===== config.mk =====
export PLATFORM = sky130hd
export DESIGN_NAME = parking_exit_gate
export DESIGN_NICKNAME = d
export VERILOG_FILES = /design/src/rtl/parking_pkg.sv /design/src/rtl/parking_fee_calc.sv /design/src/rtl/parking_exit_gate.sv
export SDC_FILE = /design/constraint.sdc
export NUM_CORES = 1
export LEC_CHECK = 0
export ABC_AREA = 1
export ABC_CLOCK_PERIOD_IN_PS = 2600
export CORE_MARGIN = 2
export CORE_UTILIZATION = 55
export CTS_BUF_LIST = sky130_fd_sc_hd__clkbuf_4
export DETAILED_ROUTE_END_ITERATION = 8
export HOLD_SLACK_MARGIN = 0.08
export PLACE_DENSITY_LB_ADDON = 0.1
export SKIP_LAST_GASP = 1
export SLEW_MARGIN = 5
export SYNTH_ARGS = -nofsm -noshare
export SYNTH_HDL_FRONTEND = slang
export SYNTH_HIERARCHICAL = 1
export SYNTH_SLANG_ARGS = --single-unit

===== constraint.sdc =====
create_clock -name clk -period 2.6 [get_ports clk]
set_input_delay 0.26 -clock clk [delete_from_list [all_inputs] [get_ports clk]]
set_output_delay 0.26 -clock clk [all_outputs]
set_load 0.1 [all_outputs]

===== src/rtl/parking_pkg.sv =====
// -----------------------------------------------------------------------------
// parking_pkg
// Shared definitions for the car-park exit controller.
//   FEE_W           : width of every fee / money quantity
//   RATE_DEFAULT    : default fee units charged per parked hour
//   MAX_FEE_DEFAULT : default ceiling on the computed fee
//   exit_state_t    : exit controller states
// -----------------------------------------------------------------------------
package parking_pkg;

  localparam int FEE_W           = 8;
  localparam int RATE_DEFAULT    = 2;
  localparam int MAX_FEE_DEFAULT = 15;

  typedef enum logic [2:0] {
    S_IDLE,
    S_WAIT_TICKET,
    S_PAY,
    S_OPEN,
    S_ALARM
  } exit_state_t;

endpackage


===== src/rtl/parking_fee_calc.sv =====
// -----------------------------------------------------------------------------
// parking_fee_calc
// Combinational fee computation: hours * RATE, saturated at MAX_FEE.
// Optional macro PARKING_EXIT_GRACE_EN makes the first hour free
// (0 or 1 hour costs nothing, otherwise (hours-1) * RATE).
// Ports:
//   hours : in  4      parked hours from the ticket
//   fee   : out FEE_W  fee to collect
// -----------------------------------------------------------------------------
module parking_fee_calc
  import parking_pkg::*;
#(
  parameter int RATE    = RATE_DEFAULT,
  parameter int MAX_FEE = MAX_FEE_DEFAULT
) (
  input  logic [3:0]       hours,
  output logic [FEE_W-1:0] fee
);

  logic [3:0]  billable;
  logic [15:0] raw;

  always_comb begin
`ifdef PARKING_EXIT_GRACE_EN
    billable = (hours == 4'd0) ? 4'd0 : hours - 4'd1;
`else
    billable = hours;
`endif
    // 4-bit hours times a small rate cannot overflow 16 bits, so the
    // comparison against the ceiling is exact.
    raw = 16'(billable) * 16'(RATE);
    fee = (raw > 16'(MAX_FEE)) ? FEE_W'(MAX_FEE) : raw[FEE_W-1:0];
  end

endmodule


===== src/rtl/parking_exit_gate.sv =====
// -----------------------------------------------------------------------------
// parking_exit_gate
// Exit-side car-park controller: reads the ticket, computes the fee, collects
// coins, returns change, opens the barrier and pulses car_exit once the car
// has cleared the gate. Payment or gate timeouts raise alarm.
// Optional macro PARKING_EXIT_GRACE_EN (inside parking_fee_calc): first hour free.
// Ports:
//   clk          : in  1  rising-edge clock
//   reset        : in  1  synchronous, active-high
//   car_at_exit  : in  1  car present on the exit loop (level)
//   ticket_valid : in  1  ticket read strobe
//   ticket_hours : in  4  parked hours, valid with ticket_valid
//   coin_valid   : in  1  coin inserted strobe
//   coin_value   : in  4  coin value, valid with coin_valid
//   car_passed   : in  1  post-gate sensor strobe
//   gate_open    : out 1  barrier open
//   fee_due      : out 8  remaining fee
//   change_valid : out 1  one-cycle strobe qualifying change_out
//   change_out   : out 8  amount returned
//   car_exit     : out 1  one-cycle pulse: car has left
//   alarm        : out 1  payment or gate timeout
// -----------------------------------------------------------------------------
module parking_exit_gate
  import parking_pkg::*;
#(
  parameter int RATE         = RATE_DEFAULT,
  parameter int MAX_FEE      = MAX_FEE_DEFAULT,
  parameter int PAY_TIMEOUT  = 16,
  parameter int GATE_TIMEOUT = 8
) (
  input  logic             clk,
  input  logic             reset,
  input  logic             car_at_exit,
  input  logic             ticket_valid,
  input  logic [3:0]       ticket_hours,
  input  logic             coin_valid,
  input  logic [3:0]       coin_value,
  input  logic             car_passed,
  output logic             gate_open,
  output logic [FEE_W-1:0] fee_due,
  output logic             change_valid,
  output logic [FEE_W-1:0] change_out,
  output logic             car_exit,
  output logic             alarm
);

  exit_state_t      state, state_nxt;
  logic [FEE_W-1:0] paid, paid_nxt;
  logic [7:0]       timer, timer_nxt;
  logic [FEE_W-1:0] fee_due_nxt, change_out_nxt;
  logic             change_valid_nxt, car_exit_nxt;
  logic [FEE_W-1:0] ticket_fee, coin_amt;

  assign coin_amt = FEE_W'(coin_value);

  parking_fee_calc #(
    .RATE    (RATE),
    .MAX_FEE (MAX_FEE)
  ) u_fee_calc (
    .hours (ticket_hours),
    .fee   (ticket_fee)
  );

  // NOTE: every variable gets a default before the case statement, so no
  // path can leave one unassigned and infer a latch.
  always_comb begin
    state_nxt        = state;
    fee_due_nxt      = fee_due;
    paid_nxt         = paid;
    timer_nxt        = '0;
    car_exit_nxt     = 1'b0;
    change_valid_nxt = 1'b0;
    change_out_nxt   = '0;

    // A coin that is not consumed as payment is handed straight back.
    if (coin_valid) begin
      change_valid_nxt = 1'b1;
      change_out_nxt   = coin_amt;
    end

    case (state)
      S_IDLE: begin
        if (car_at_exit) state_nxt = S_WAIT_TICKET;
      end

      S_WAIT_TICKET: begin
        if (!car_at_exit) begin
          state_nxt   = S_IDLE;
          fee_due_nxt = '0;
        end else if (ticket_valid) begin
          fee_due_nxt = ticket_fee;
          state_nxt   = (ticket_fee == '0) ? S_OPEN : S_PAY;
        end
      end

      S_PAY: begin
        timer_nxt = timer + 8'd1;
        if (!car_at_exit) begin
          // Abandon beats a simultaneous coin: return everything collected.
          state_nxt        = S_IDLE;
          fee_due_nxt      = '0;
          change_valid_nxt = coin_valid || (paid != '0);
          change_out_nxt   = paid + (coin_valid ? coin_amt : '0);
        end else if (coin_valid) begin
          if (coin_amt < fee_due) begin
            fee_due_nxt      = fee_due - coin_amt;
            paid_nxt         = paid + coin_amt;
            timer_nxt        = '0;
            change_valid_nxt = 1'b0;
            change_out_nxt   = '0;
          end else begin
            change_out_nxt = coin_amt - fee_due;
            fee_due_nxt    = '0;
            state_nxt      = S_OPEN;
          end
        end else if (timer == 8'(PAY_TIMEOUT - 1)) begin
          state_nxt = S_ALARM;
        end
      end

      S_OPEN: begin
        timer_nxt = timer + 8'd1;
        if (car_passed) begin
          car_exit_nxt = 1'b1;
          state_nxt    = S_IDLE;
        end else if (timer == 8'(GATE_TIMEOUT - 1)) begin
          state_nxt = S_ALARM;
        end
      end

      S_ALARM: begin
        if (!car_at_exit) begin
          state_nxt   = S_IDLE;
          fee_due_nxt = '0;
        end
      end

      default: begin
        state_nxt   = S_IDLE;
        fee_due_nxt = '0;
      end
    endcase

    // The timer restarts on every state entry; money collected only matters
    // while the car is still paying.
    if (state_nxt != state) timer_nxt = '0;
    if (state_nxt != S_PAY) paid_nxt = '0;
  end

  // NOTE: sequential state uses non-blocking assignments so every register
  // samples the pre-edge values, independent of statement order.
  always_ff @(posedge clk) begin
    if (reset) begin
      state        <= S_IDLE;
      paid         <= '0;
      timer        <= '0;
      gate_open    <= 1'b0;
      fee_due      <= '0;
      change_valid <= 1'b0;
      change_out   <= '0;
      car_exit     <= 1'b0;
      alarm        <= 1'b0;
    end else begin
      state        <= state_nxt;
      paid         <= paid_nxt;
      timer        <= timer_nxt;
      gate_open    <= (state_nxt == S_OPEN);
      fee_due      <= fee_due_nxt;
      change_valid <= change_valid_nxt;
      change_out   <= change_out_nxt;
      car_exit     <= car_exit_nxt;
      alarm        <= (state_nxt == S_ALARM);
    end
  end

endmodule


==> out/metrics.csv <==
stage,metric,value,unit
outcome,status,"finished, final reports clean",
die,Ports,34,
clock_network,worst-skew pair later-pin latency,0.35,ns
synth,predominant post-synthesis flop cell,dfxtp_1,
layout,layout cells sized above 1,14.3,%
grt,Tot GR Track Use,25.3,%
setup_path,Reg2Reg Depth,12,
setup_path,RR Endpoint,fee_due[1],
route,vias per cell,5.15,
timing,Final Cycle Share,82.2,%
placed_design,IO Port Bufs,33,
layout,synthesis-to-layout area growth,15.6,%
synth,Yosys reg bits,39,
route,post-route ant nets,0,
synth,synthesized area,2780,um^2
layout,ant diodes,0,
grt,vias in the first global route,2326,
clock_network,total CTS buffers,5,
route,DR iter-0 viols,149,
power,Leakage Power,1.47,nW
synth,post-synthesis sequential area ratio,28.1,%
placed_design,Placer Congestion,0.950,
timing,worst setup margin,0.462,ns
setup_path,endpoint type of the worst setup path,flip-flop,
timing,Hold Slack,0.500,ns
timing,Fin Setup TNS,0,ns
timing,Final Hold Vio Count,0,
setup_path,CP required,2.88,ns
min_path,hold crit path type,reg2reg,
setup_path,critical path type,in2reg,
clock_network,hold buffers post-CTS,0,
timing,Fmax,468,MHz
layout,final net count,483,
clock_network,Post-CTS Setup Inserts,0,
power,Power Density,384,nW/um^2
timing,min cycle time layout,2.14,ns
layout,FILL cells,476,
clock_network,CTS tree,yes,
die,number of cell rows,25,
die,Die Span Y,75.0,um
clock_network,H-Tree Depth,2,
timing,endpoints failing setup,0,
route,drt pass-1 iters,4,
die,die area,5630,um^2
setup_path,Startpoint Class,input port,
synth,Avg Inst Size Synth,6.77,um^2
die,initial core utilization,58.0,%
run,# Max-Cap Violations,0,
grt,initial antenna violation count,0,
power,Final Power,1.23,mW
timing,RSZ-0062 raised after global routing,false,
min_path,hold endpoint,fee_due[0],
grt,remaining global-route overflow,0,
setup_path,Critical Path Fanout Max,6,
grt,largest net degree at the start of global routing,15,
min_path,Worst Hold Depth,2,
timing,Clock Skews,0.00976,ns
synth,Yosys Warn Count,6,
die,Core Region,4790,um^2
placed_design,HPWL after DPL,5120,um
clock_network,Clock Path Buffers,2,
setup_path,Crit Reg-Reg Startpoint,fee_due[0],
route,DRC viols,0,
placed_design,pre-CTS setup slack,0.109,ns
synth,"Distinct cells, synth",38,
setup_path,FF-to-FF setup slack,0.57,ns
min_path,hold path start,fee_due[0],
clock_network,CTS resizes,0,
grt,first-pass GRT wire length,10900,um
route,routed vias,2656,
route,Total Routed Length,6490,um
synth,Post-synth EDFFs,0,
clock_network,clock transition at the registers of the reported paths,0.12,ns
setup_path,Worst EP arrival,2.42,ns
clock_network,clk sinks,39,
timing,Max Slew Vio Count,0,
synth,Synth Instances,410,
route,routed len/inst,12.6,um
clock_network,Root Buffer,clkbuf_4,
power,maximum vdd ir drop,0.201,mV
die,Die W,75.0,um
synth,Synth async-reset ratio,0,%
## report_power, final
part,total (mW),switching [mW],internal (mW),leakage [nW]
combinational,0.212,0.141,0.0706,1.11
sequential,0.609,0.00490,0.604,0.316
clock,0.412,0.210,0.202,0.0452
total,1.23,0.356,0.877,1.47
## stage by stage
step,util [%],cell area [um^2],instances
3_5_place_dp,65.4,3130,508
6_report,67.1,3210,516
2_1_floorplan,-,2790,413
4_1_cts,67.1,3210,516
3_3_place_gp,65.4,3130,508
5_1_grt,67.1,3210,516
## worst max path at each step
stage,startpoint,to,slack [ns]
2_1_floorplan,fee_due[3],paid[1],0.15
3_3_place_gp,coin_value[1],change_out[7],0.17
3_5_place_dp,coin_value[0],paid[1],0.11
4_1_cts,coin_value[0],paid[1],0.47
5_1_grt,coin_value[0],paid[6],0.24
6_report,coin_value[0],fee_due[1],0.46
## critical path, stage by stage
cell	delay (ns)
clkdlybuf4s50_1	0.47
inv_1	0.09
ha_1	0.14
inv_1	0.06
fa_1	0.40
nand3_1	0.09
nand3_1	0.15
nand2_4	0.12
nand2_4	0.09
inv_1	0.14
nand2_1	0.07
o21ai_0	0.12
nand2_1	0.09
a21oi_1	0.13
## logic make-up (layout without fill, tap and decap cells)
family	Yosys count	count (layout)	synth area share (%)
simple gates	203	203	33.2
other cells	1	4	0.135
buf+inv	68	104	10.2
compound gates	65	65	13.6
flops	39	39	28.1
fa+ha+maj	21	21	10.6
xor+xnor	13	13	4.10
## synthesized netlist by cell type, drive strengths merged (5+ instances only)
master / count / area share, %
nand2: 110 / 16
inv: 57 / 7.7
nor2: 45 / 7.7
dfxtp: 39 / 28
a21oi: 31 / 6.3
nand3: 29 / 5.2
o21ai: 23 / 4.1
ha: 17 / 7.7
xor2: 10 / 3.2
buf: 8 / 2.1
nand4: 8 / 1.8
a31oi: 5 / 1.1
or2: 5 / 1.1
## flip-flops by register name (all words and copies together), names as in the netlist
name / count
alarm: 1
fee_due: 8
paid: 8
car_exit: 1
change_out: 8
state: 3
gate_open: 1
timer: 8
change_valid: 1
## layout make-up
class	count	area [um^2]	share of cell area, %
Inverter	57	214	6.67
Tap cell	67	83.8	2.61
Multi-Input combinational cell	306	1720	53.6
Clock buffer	5	37.5	1.17
Sequential cell	39	783	24.4
Clock inverter	3	43.8	1.36
Timing Repair Buffer	39	325	10.1
## placed cells by master, fill, tap and decap left out, types with 2 or more instances in the layout
cell and count:
a21oi_1 28, fa_1 4, o21ai_1 2, xor2_1 10
nor2_1 40, nand2_4 3, clkbuf_4 5, nand4_1 8
a31oi_1 5, inv_2 6, nand2_1 103, conb_1 4
inv_1 51, a21oi_2 2, o21ai_0 21, clkdlybuf4s50_1 13
or2_2 4, nand2_2 4, xnor2_1 3, ha_1 17
buf_4 26, dfxtp_2 2, nand3_1 29, nor3_1 2
nor4_1 2, dfxtp_1 37, o22ai_1 2, nor2_2 2
nor2_8 2
## routing by layer
layer,part of all wire [%],track usage [%],up-vias
met1,47,34.4,1185
met5,0,0,-
met4,1.8,8.73,0
met2,46,39.8,67
met3,4.9,5.35,14
li1,-,-,1390
(Power assumes the default switching activity.)
